File: src/rtl/serial_adder_if.sv
// Handshake bundle for serial_adder: operand input channel and result output channel.
// SERIAL_ADDER_OVERFLOW_EN adds the out_overflow signal.
interface serial_adder_if #(
  parameter int unsigned WIDTH = 8
);
  logic             in_valid;
  logic             in_ready;
  logic [WIDTH-1:0] in_a;
  logic [WIDTH-1:0] in_b;
  logic             in_carry;
  logic             out_valid;
  logic             out_ready;
  logic [WIDTH-1:0] out_sum;
  logic             out_carry;
`ifdef SERIAL_ADDER_OVERFLOW_EN
  logic             out_overflow;
`endif

  modport master (
    output in_valid, in_a, in_b, in_carry, out_ready,
`ifdef SERIAL_ADDER_OVERFLOW_EN
    input  out_overflow,
`endif
    input  in_ready, out_valid, out_sum, out_carry
  );

  modport slave (
    input  in_valid, in_a, in_b, in_carry, out_ready,
`ifdef SERIAL_ADDER_OVERFLOW_EN
    output out_overflow,
`endif
    output in_ready, out_valid, out_sum, out_carry
  );
endinterface

File: src/rtl/serial_adder.sv
// Bit-serial WIDTH-bit adder: one full_adder plus a registered carry, LSB first.
// Define SERIAL_ADDER_OVERFLOW_EN to add the signed-overflow output.
module full_adder (
  input  logic a,
  input  logic b,
  input  logic carry_in,
  output logic sum,
  output logic carry_out
);
  assign sum       = a ^ b ^ carry_in;
  assign carry_out = (a & b) | (carry_in & (a ^ b));
endmodule

module serial_adder #(
  parameter int unsigned WIDTH = 8
) (
  input logic          clk,
  input logic          rst,
  serial_adder_if.slave bus
);
  localparam int unsigned CW = (WIDTH > 1) ? $clog2(WIDTH) : 1;
  localparam logic [CW-1:0] LAST = CW'(WIDTH - 1);

  localparam logic [1:0] IDLE = 2'd0;
  localparam logic [1:0] RUN  = 2'd1;
  localparam logic [1:0] DONE = 2'd2;

  logic [1:0]       state_q, state_d;
  logic [WIDTH-1:0] a_sr_q, a_sr_d;
  logic [WIDTH-1:0] b_sr_q, b_sr_d;
  logic [WIDTH-1:0] sum_q, sum_d;
  logic             carry_q, carry_d;
  logic [CW-1:0]    cnt_q, cnt_d;
  logic             fa_sum, fa_cout;

  full_adder u_fa (
    .a        (a_sr_q[0]),
    .b        (b_sr_q[0]),
    .carry_in (carry_q),
    .sum      (fa_sum),
    .carry_out(fa_cout)
  );

`ifdef SERIAL_ADDER_OVERFLOW_EN
  logic ovf_q, ovf_d;
`endif

  always_comb begin
    state_d = state_q;
    a_sr_d  = a_sr_q;
    b_sr_d  = b_sr_q;
    sum_d   = sum_q;
    carry_d = carry_q;
    cnt_d   = cnt_q;
`ifdef SERIAL_ADDER_OVERFLOW_EN
    ovf_d   = ovf_q;
`endif
    case (state_q)
      IDLE: begin
        if (bus.in_valid) begin
          a_sr_d  = bus.in_a;
          b_sr_d  = bus.in_b;
          carry_d = bus.in_carry;
          cnt_d   = '0;
          state_d = RUN;
        end
      end
      RUN: begin
        a_sr_d  = a_sr_q >> 1;
        b_sr_d  = b_sr_q >> 1;
        // Shift-then-insert keeps this legal for WIDTH=1 (no zero-width slice).
        sum_d            = sum_q >> 1;
        sum_d[WIDTH-1]   = fa_sum;
        carry_d = fa_cout;
        cnt_d   = cnt_q + CW'(1);
        if (cnt_q == LAST) begin
          state_d = DONE;
`ifdef SERIAL_ADDER_OVERFLOW_EN
          ovf_d   = carry_q;
`endif
        end
      end
      DONE: begin
        if (bus.out_ready) state_d = IDLE;
      end
      default: state_d = IDLE;
    endcase
  end

  always_ff @(posedge clk or posedge rst) begin
    if (rst) begin
      state_q <= IDLE;
      a_sr_q  <= '0;
      b_sr_q  <= '0;
      sum_q   <= '0;
      carry_q <= 1'b0;
      cnt_q   <= '0;
`ifdef SERIAL_ADDER_OVERFLOW_EN
      ovf_q   <= 1'b0;
`endif
    end else begin
      state_q <= state_d;
      a_sr_q  <= a_sr_d;
      b_sr_q  <= b_sr_d;
      sum_q   <= sum_d;
      carry_q <= carry_d;
      cnt_q   <= cnt_d;
`ifdef SERIAL_ADDER_OVERFLOW_EN
      ovf_q   <= ovf_d;
`endif
    end
  end

  assign bus.in_ready  = (state_q == IDLE);
  assign bus.out_valid = (state_q == DONE);
  assign bus.out_sum   = sum_q;
  assign bus.out_carry = carry_q;
`ifdef SERIAL_ADDER_OVERFLOW_EN
  // Carry into the MSB xor carry out of it is the two's-complement overflow.
  assign bus.out_overflow = ovf_q ^ carry_q;
`endif
endmodule

File: src/flat_wrapper.sv
// flat-port wrapper written by rule: the top's interface ports become plain ports
module serial_adder_flat 
#(
  parameter int unsigned WIDTH = 8
)
  (clk, rst, bus_in_valid, bus_in_a, bus_in_b, bus_in_carry, bus_out_ready, bus_in_ready, bus_out_valid, bus_out_sum, bus_out_carry);
  serial_adder_if #(.WIDTH(WIDTH)) bus_i ();
  input logic clk;
  input logic rst;
  input wire logic [$bits(bus_i.in_valid)-1:0] bus_in_valid;
  input wire logic [$bits(bus_i.in_a)-1:0] bus_in_a;
  input wire logic [$bits(bus_i.in_b)-1:0] bus_in_b;
  input wire logic [$bits(bus_i.in_carry)-1:0] bus_in_carry;
  input wire logic [$bits(bus_i.out_ready)-1:0] bus_out_ready;
  output wire logic [$bits(bus_i.in_ready)-1:0] bus_in_ready;
  output wire logic [$bits(bus_i.out_valid)-1:0] bus_out_valid;
  output wire logic [$bits(bus_i.out_sum)-1:0] bus_out_sum;
  output wire logic [$bits(bus_i.out_carry)-1:0] bus_out_carry;
  assign bus_i.in_valid = bus_in_valid;
  assign bus_i.in_a = bus_in_a;
  assign bus_i.in_b = bus_in_b;
  assign bus_i.in_carry = bus_in_carry;
  assign bus_i.out_ready = bus_out_ready;
  assign bus_in_ready = bus_i.in_ready;
  assign bus_out_valid = bus_i.out_valid;
  assign bus_out_sum = bus_i.out_sum;
  assign bus_out_carry = bus_i.out_carry;
  serial_adder #(.WIDTH(WIDTH)) u_core (.clk(clk), .rst(rst), .bus(bus_i));
endmodule
File: config.mk
export PLATFORM = sky130hd
export DESIGN_NAME = serial_adder_flat
export DESIGN_NICKNAME = d
export VERILOG_FILES = /design/src/rtl/serial_adder_if.sv /design/src/rtl/serial_adder.sv /design/src/flat_wrapper.sv
export SDC_FILE = /design/constraint.sdc
export NUM_CORES = 1
export LEC_CHECK = 0
export CORE_ASPECT_RATIO = 0.8
export CORE_MARGIN = 2
export CORE_UTILIZATION = 53
export CTS_CLUSTER_DIAMETER = 60
export CTS_CLUSTER_SIZE = 16
export DETAILED_ROUTE_END_ITERATION = 6
export GPL_TIMING_DRIVEN = 0
export PLACE_DENSITY_LB_ADDON = 0.2
export SLEW_MARGIN = 40
export SYNTH_ARGS = -nofsm -noshare
export SYNTH_HDL_FRONTEND = slang
export SYNTH_SLANG_ARGS = --single-unit
File: constraint.sdc
create_clock -name clk -period 2.5 [get_ports clk]
set_input_delay 0.375 -clock clk [delete_from_list [all_inputs] [get_ports clk]]
set_output_delay 0.375 -clock clk [all_outputs]
set_load 0.03 [all_outputs]
* After elaboration in Yosys (flattened, before gate mapping)
Index checks and enable logic that the tools add are counted.
** Word-level totals
- Register bits after elaboration :: 30
- Input port bits :: 21
- Output and inout port bits :: 11
- Word-level logic and storage cells :: 34
** Cells by class
- $add $sub $neg :: 1
- Equality and inequality tests :: 6
- Multiplexer cells :: 12
- Bitwise gates (word level) :: 5
- Reduce and logical (&&, ||, !) cells :: 4
** Operators with widths (number)
- case mux 8 bit (2 select lines) :: 2
- two-way mux 8 bit :: 2
- two-way mux 2 bit :: 3
- case mux 2 bit (3 select lines) :: 1
- case mux 3 bit (2 select lines) :: 1
- inequality test 2 bit, second input constant :: 2
- adder 3 x 1 -> 3 bit, second input constant :: 1
- equality test 3 bit, second input constant :: 1
- two-way mux 3 bit :: 1
- AND reduction 3 bit :: 1
- bitwise AND 1 bit :: 2
- equality test 2 x 1 -> 1 bit, second input constant :: 1
- equality test 2 bit, second input constant :: 1
- zero test 2 bit :: 1
- inequality test 2 x 1 -> 1 bit, second input constant :: 1
- case mux 1 bit (2 select lines) :: 1
- AND reduction 2 bit :: 1
- nonzero test 2 bit :: 1
- XOR 1 bit :: 2
- two-way mux 1 bit :: 1
- bitwise OR 1 bit :: 1

* Logic depth before layout (Yosys ltp)
Gate-level depths: netlist of run 1.
- Depth after elaboration :: 4
- Mapped depth :: 4
- Gate-level depth less buffers :: 4

* Hierarchy
A second synthesis of run 1 with hierarchy kept.
** Unflattened totals
- Cell total of the unflattened synthesis :: 149
- Area, all modules :: 1440.1 µm²
** Modules (own cells, without submodules)
- serial_adder :: times used 1, cells an instance 148, area an instance 1420.1 µm², seq. area each 750.7 µm²
- full_adder :: times used 1, cells an instance 1, area an instance 20.0 µm², seq. area each 0.0 µm²

* Worst setup path after synthesis of run 1
Ideal clock, no wire load.
- Path kind :: reg2out
- Start :: register u_core.state_q[1]
- End :: output bus_out_valid
- Data arrival time :: 1.138 ns
- Data required time :: 2.125 ns
- Slack :: 0.987 ns
- Stages on the path, launching flop included :: 4
- Buffers on the path :: 2
- Cells stage by stage :: dfrtp_1 > buf_6 > buf_2 > nor2b_1
** Between the ends
- Word-level cells in the longest chain between the ends :: 1
** RTL lines
- start: declaration :: RTL line serial_adder.sv:28 : logic [1:0] state_q, state_d;
- start signal: assignment :: RTL line serial_adder.sv:102 : state_q <= state_d;
- equality test 2 bit :: RTL line serial_adder.sv:115 : assign bus.out_valid = (state_q == DONE);
- end: declaration :: RTL line flat_wrapper.sv:16 : output wire logic [$bits(bus_i.out_valid)-1:0] bus_out_valid;
Every way passes these cells.

* Worst setup path after layout of run 1
Ends and elaborated chain as after synthesis.

==> results of run 1 <==
cell type report:
class	instances	area, µm²	share of cell area [%]
clock buffers	7	45.0	2.41
plain buffers	10	63.8	3.42
multi-input cells	66	583	31.2
repair buffers	31	310	16.6
well taps	38	47.5	2.55
inverters	18	67.6	3.62
flip-flops and latches	30	751	40.2
per-stage QoR:
stage | setup slack (ns) | cells | hold slack [ns] | total power [W] | area, µm²
final | 0.141 | 200 | 0.422 | 0.00225 | 1870
after global routing | 0.0310 | 200 | 0.497 | 0.00242 | 1870
after CTS | 0.138 | 200 | 0.444 | 0.00226 | 1870
after detailed placement | 0.517 | 193 | 0.486 | 0.00199 | 1820
after global placement | 0.549 | 193 | 0.478 | 0.00194 | 1820
after floorplan | 0.987 | 124 | 0.466 | 0.00163 | 1470
where the power goes:
part	switching, W	total, W	internal, W	leakage, nW
Sequential	0.000134	0.000852	0.000719	0.354
Clock	0.000161	0.000266	0.000106	0.0254
Combinational	0.000577	0.00113	0.000551	0.424
logic make-up (layout without fill, tap and decap cells):
logic type	after synthesis	count (layout)	synth area share (%)
AOI/OAI and AO/OA	22	22	13.2
adders and majority gates	3	3	3.07
buffers and inverters	28	66	8.97
DFF	30	30	51.2
muxes	9	9	6.92
and+or+nand+nor	32	32	16.7
final timing paths:
check	end	slack, ns	depth (start not counted)
max	bus_out_valid	0.14	4
min	u_core.a_sr_q[7]	0.42	2
max reg2reg	u_core.bus.out_sum[3]	1.13	4
min reg2reg	u_core.a_sr_q[7]	0.51	1
max in group asynchronous	u_core.bus.out_sum[7]	1.68	2
min in group clk	u_core.a_sr_q[7]	0.51	1
routing by layer:
metal | vias to the layer above | global-route usage [%] | part of all wire (%) | wire, µm
met5 | - | 0 | 0 | 0
met2 | 39 | 33.9 | 46 | 1400
met1 | 531 | 30.8 | 44 | 1350
met4 | 0 | 12.6 | 2.3 | 71
li1 | 519 | - | - | -
met3 | 9 | 7.27 | 7.3 | 223
flip-flops by register name (all words and copies together), names as in the netlist:
register	flops
u_core.bus.out_sum	8
u_core.state_q	2
u_core.a_sr_q	8
u_core.b_sr_q	8
u_core.bus.out_carry	1
u_core.cnt_q	3
critical path, cell delays in order (launching register included):
cell and delay [ns]:
dfrtp_1 0.35, buf_6 0.15, buf_2 0.24, nor2b_1 0.21, clkdlybuf4s50_1 0.70
cell usage in the layout, fill, tap and decap left out, types with 2 or more instances in the layout:
master	Yosys	final
a211oi_1	9	9
a221oi_1	4	4
a222oi_1	2	2
a22o_1	2	2
a32o_1	2	2
buf_2	3	3
buf_4	2	2
buf_6	2	2
clkbuf_1	3	5
clkbuf_4	0	5
clkdlybuf4s50_1	0	31
dfrtp_1	30	30
ha_1	2	2
inv_1	18	17
mux2_2	9	9
nor2b_1	7	7
nor3b_1	13	13
nor4b_1	9	9
==> results.yml, run 1 <==
setup_path:
  worst_ep_arrival_time_ns: 1.98
  cp-start-kind: "flop"
  path_max_fanout: 10
  cp.required_ns: 2.12
  end_kind: "output pin"
  crit_type: "reg2out"
  regToRegStartpoint: "u_core.state_q[0]"
  crit_path_start: "u_core.state_q[1]"
clock_network:
  clkSlewWorstSetupHoldPaths_ns: 0.09
  cts_max_level: 2
  post_cts_resize_count: 0
  cts-buffers-inserted: 5
  clock_path_buffers: 2
  worstSkewPairLatency_ns: 0.34
  cts_hold_buf: 0
  cts_root_buf: "clkbuf_4"
  cts_tree: "yes"
  clock-sinks: 30
  post_cts_buffers: 0
timing:
  final.period_utilization_pct: 94.4
  clock_skew_ns: 0.00793
  hold_violations: 0
  tightest_slew_ns: 0.604
  setup_violations: 0
  slew-limit-headroom_pct: 59.7
  slew_violations: 0
  timing.setup.tns_ns: 0
  post-route-min-period_ns: 2.36
  rsz0062_at_grt: "false"
  fmax_mhz: 424
power_and_ir_drop:
  irDropWorstVdd_v: 0.000547
  cellLeakagePower_nw: 0.804
  power-per-cell-area_mw_per_mm2: 1200
synth:
  synth-async-reset-ratio_pct: 100
  yosysMostFrequentCell: "dfrtp_1"
  syn_nets: 148
  synth_area_leader_cell: "dfrtp_1"
  ys.flop_type: "dfrtp_1"
  yosys-top-cells-count: "30 x dfrtp_1, 18 x inv_1, 13 x nor3b_1"
  synth_top_cell_area_share_pct: 51.2
  synth-seq-cells: 30
  syn_avg_cell_area_um2: 11.8
  syn_area_mm2: 0.00147
  synth_cells: 124
  ys_types: 23
  synth_edf_count: 0
  yosysSeqAreaShare_pct: 51.2
  ys_warn_count: 0
  synth_area_leaders: "dfrtp_1 51%, mux2_2 6.9%, nor3b_1 6.7%"
floorplanning:
  fp.dieW_um: 62.8
  dieArea_mm2: 0.00320
  num_rows: 17
  die-height_um: 51.0
  ios: 32
  start_util_pct: 54.2
  fp.coreArea_mm2: 0.00270
cells_and_area:
  areaGrowthSynthToFinish_pct: 27.5
  drive_gt1_share_pct: 15.4
  nets: 186
  nFillCells: 233
  fin_util_pct: 69.2
  num_antenna_cells: 0
routing:
  post-route-drc-count: 0
  drtIter0Drc: 48
  totalWireLength_um: 3050
  wl_per_cell_um: 15.2
  dr.pass1.iters: 4
  vias: 1098
  vias_per_cell: 5.49
  antenna_left: 0
global_routing:
  grt_use_total_pct: 23.1
  first_global_vias: 1096
  grt_max_degree: 31
  grt_pass1_wl_um: 5390
  grt_overflow_total: 0
  antenna_found_initial: 0
status:
  outcome: "finished, final reports clean"
worst_hold_path:
  hold_class: "in2async"
placed_design:
  place_congestion: 0.797
  hpwl_um: 2150
  io_buffers: 31
run:
  maxCapViolCount: 0
No activity file was read; power rests on OpenSTA's default activity.
==> run 2: changes to the inputs <==
--- a/config.mk
+++ b/config.mk
@@ -7,10 +7,11 @@
 export LEC_CHECK = 0
 export CORE_ASPECT_RATIO = 0.8
 export CORE_MARGIN = 2
-export CORE_UTILIZATION = 53
+export CORE_UTILIZATION = 55
 export CTS_CLUSTER_DIAMETER = 60
 export CTS_CLUSTER_SIZE = 16
 export DETAILED_ROUTE_END_ITERATION = 6
+export DONT_BUFFER_PORTS = 1
 export GPL_TIMING_DRIVEN = 0
 export PLACE_DENSITY_LB_ADDON = 0.2
 export SLEW_MARGIN = 40
==> results.yml, run 2 (synthesized netlist as in run 1, its figures left out) <==
power_and_ir_drop:
  swShare_pct: 39.7
  finalPower_w: 0.00219
  sequentialPowerShare_pct: 46.2
  power-per-cell-area_mw_per_mm2: 1380
  combPwrFrac_pct: 36.3
  p_int_w: 0.00132
  irDropWorstVdd_v: 0.000575
  cellLeakagePower_nw: 0.702
  p_switching_w: 0.000869
  p_clk_share_pct: 17.5
global_routing:
  grt_max_degree: 31
  grt_overflow_total: 0
  grt_pass1_wl_um: 4910
  antenna_found_initial: 0
  first_global_vias: 1056
  grt_use_total_pct: 22.3
clock_network:
  cts_hold_buf: 0
  cts_root_buf: "clkbuf_4"
  cts_tree: "yes"
  cts_max_level: 2
  clock_path_buffers: 2
  post_cts_resize_count: 0
  cts-buffers-inserted: 5
  worstSkewPairLatency_ns: 0.34
  post_cts_buffers: 0
  clock-sinks: 30
  clkSlewWorstSetupHoldPaths_ns: 0.10
timing:
  clock_skew_ns: 0.00896
  rsz0062_at_grt: "false"
  whs_ns: -0.0184
  slew-limit-headroom_pct: 54.7
  timing.setup.tns_ns: 0
  final.period_utilization_pct: 80.7
  setup_violations: 0
  setup_slack_ns: 0.483
  hold_violations: 30
  tightest_slew_ns: 0.679
  post-route-min-period_ns: 2.02
  fmax_mhz: 496
  slew_violations: 0
placed_design:
  io_buffers: 0
  preCtsSetupSlack_ns: 0.851
  place_congestion: 0.764
  hpwl_um: 2070
  placed_area_mm2: 0.00151
floorplanning:
  fp.coreArea_mm2: 0.00248
  die-height_um: 50.2
  fp.dieW_um: 61.7
  start_util_pct: 59.0
  ios: 32
  dieArea_mm2: 0.00310
  num_rows: 16
setup_path:
  worst_ep_arrival_time_ns: 1.64
  cp.required_ns: 2.12
  path_max_fanout: 10
  end_kind: "output pin"
  crit_type: "reg2out"
  rr_worst_depth: 4
  cp-start-kind: "flop"
status:
  violations: "hold timing"
  outcome: "finished, violations left"
routing:
  vias: 1001
  antenna_left: 0
  drtIter0Drc: 38
  dr.pass1.iters: 4
  wl_per_cell_um: 17.3
  totalWireLength_um: 2910
  vias_per_cell: 5.96
  post-route-drc-count: 0
run:
  maxCapViolCount: 0
cells_and_area:
  nFillCells: 217
  num_antenna_cells: 0
  drive_gt1_share_pct: 21.2
  mostFrequentLayoutCell: "dfrtp_1"
  finalInstanceArea_mm2: 0.00159
  layout_common_cells: "30 x dfrtp_1, 17 x inv_1, 13 x nor3b_1"
  areaGrowthSynthToFinish_pct: 8.37
  nets: 155
worst_hold_path:
  hold_class: "in2async"
-- run 2: path summary, 6_finish.rpt --
check,start,end,slack [ns]
max in group asynchronous,rst,u_core.cnt_q[0],2.11
setup / recovery,u_core.state_q[1],bus_out_valid,0.48
hold / removal,rst,u_core.state_q[0],-0.02
hold reg to reg,u_core.b_sr_q[7],u_core.b_sr_q[7],0.50
min in group clk,bus_out_ready,u_core.state_q[1],0.18
setup reg to reg,u_core.state_q[1],u_core.state_q[1],0.95
-- run 2: power groups by stage --
stage | logic (W) | registers, W | clock network [W]
global route | 0.000898 | 0.00104 | 0.000412
detailed placement | 0.000802 | 0.00102 | 0
global placement | 0.000749 | 0.00101 | 0
floorplan | 0.000651 | 0.000979 | 0
CTS | 0.000808 | 0.00101 | 0.000387
finish | 0.000794 | 0.00101 | 0.000384
-- run 2: critical path, stage by stage (launching register included) --
cell	delay (ns)
dfrtp_1	0.35
buf_6	0.14
buf_2	0.22
nor2b_1	0.58
-- run 2: per-layer routing --
metal	vias up	global-route usage, %	part of all wire [%]
met2	29	31.8	48
li1	463	-	-
met5	-	0	0
met4	0	9.22	1.5
met3	5	7.99	7.1
met1	504	30.6	44
-- run 2: through the flow --
step                      utilization [%]  instances
after floorplan                         -        124
after global placement               60.8        160
final                                64.0        168
after detailed placement             60.8        160
after CTS                            64.0        168
after global routing                 64.0        168
-- run 2: cell type report --
class                           count  area, µm²  area share [%]
Sequential cell                    30        751            47.3
Multi-Input combinational cell     66        583            36.7
Inverter                           18       67.6            4.26
Buffer                             10       63.8            4.02
Tap cell                           36       45.0            2.84
Clock inverter                      3       40.0            2.52
Clock buffer                        5       37.5            2.36
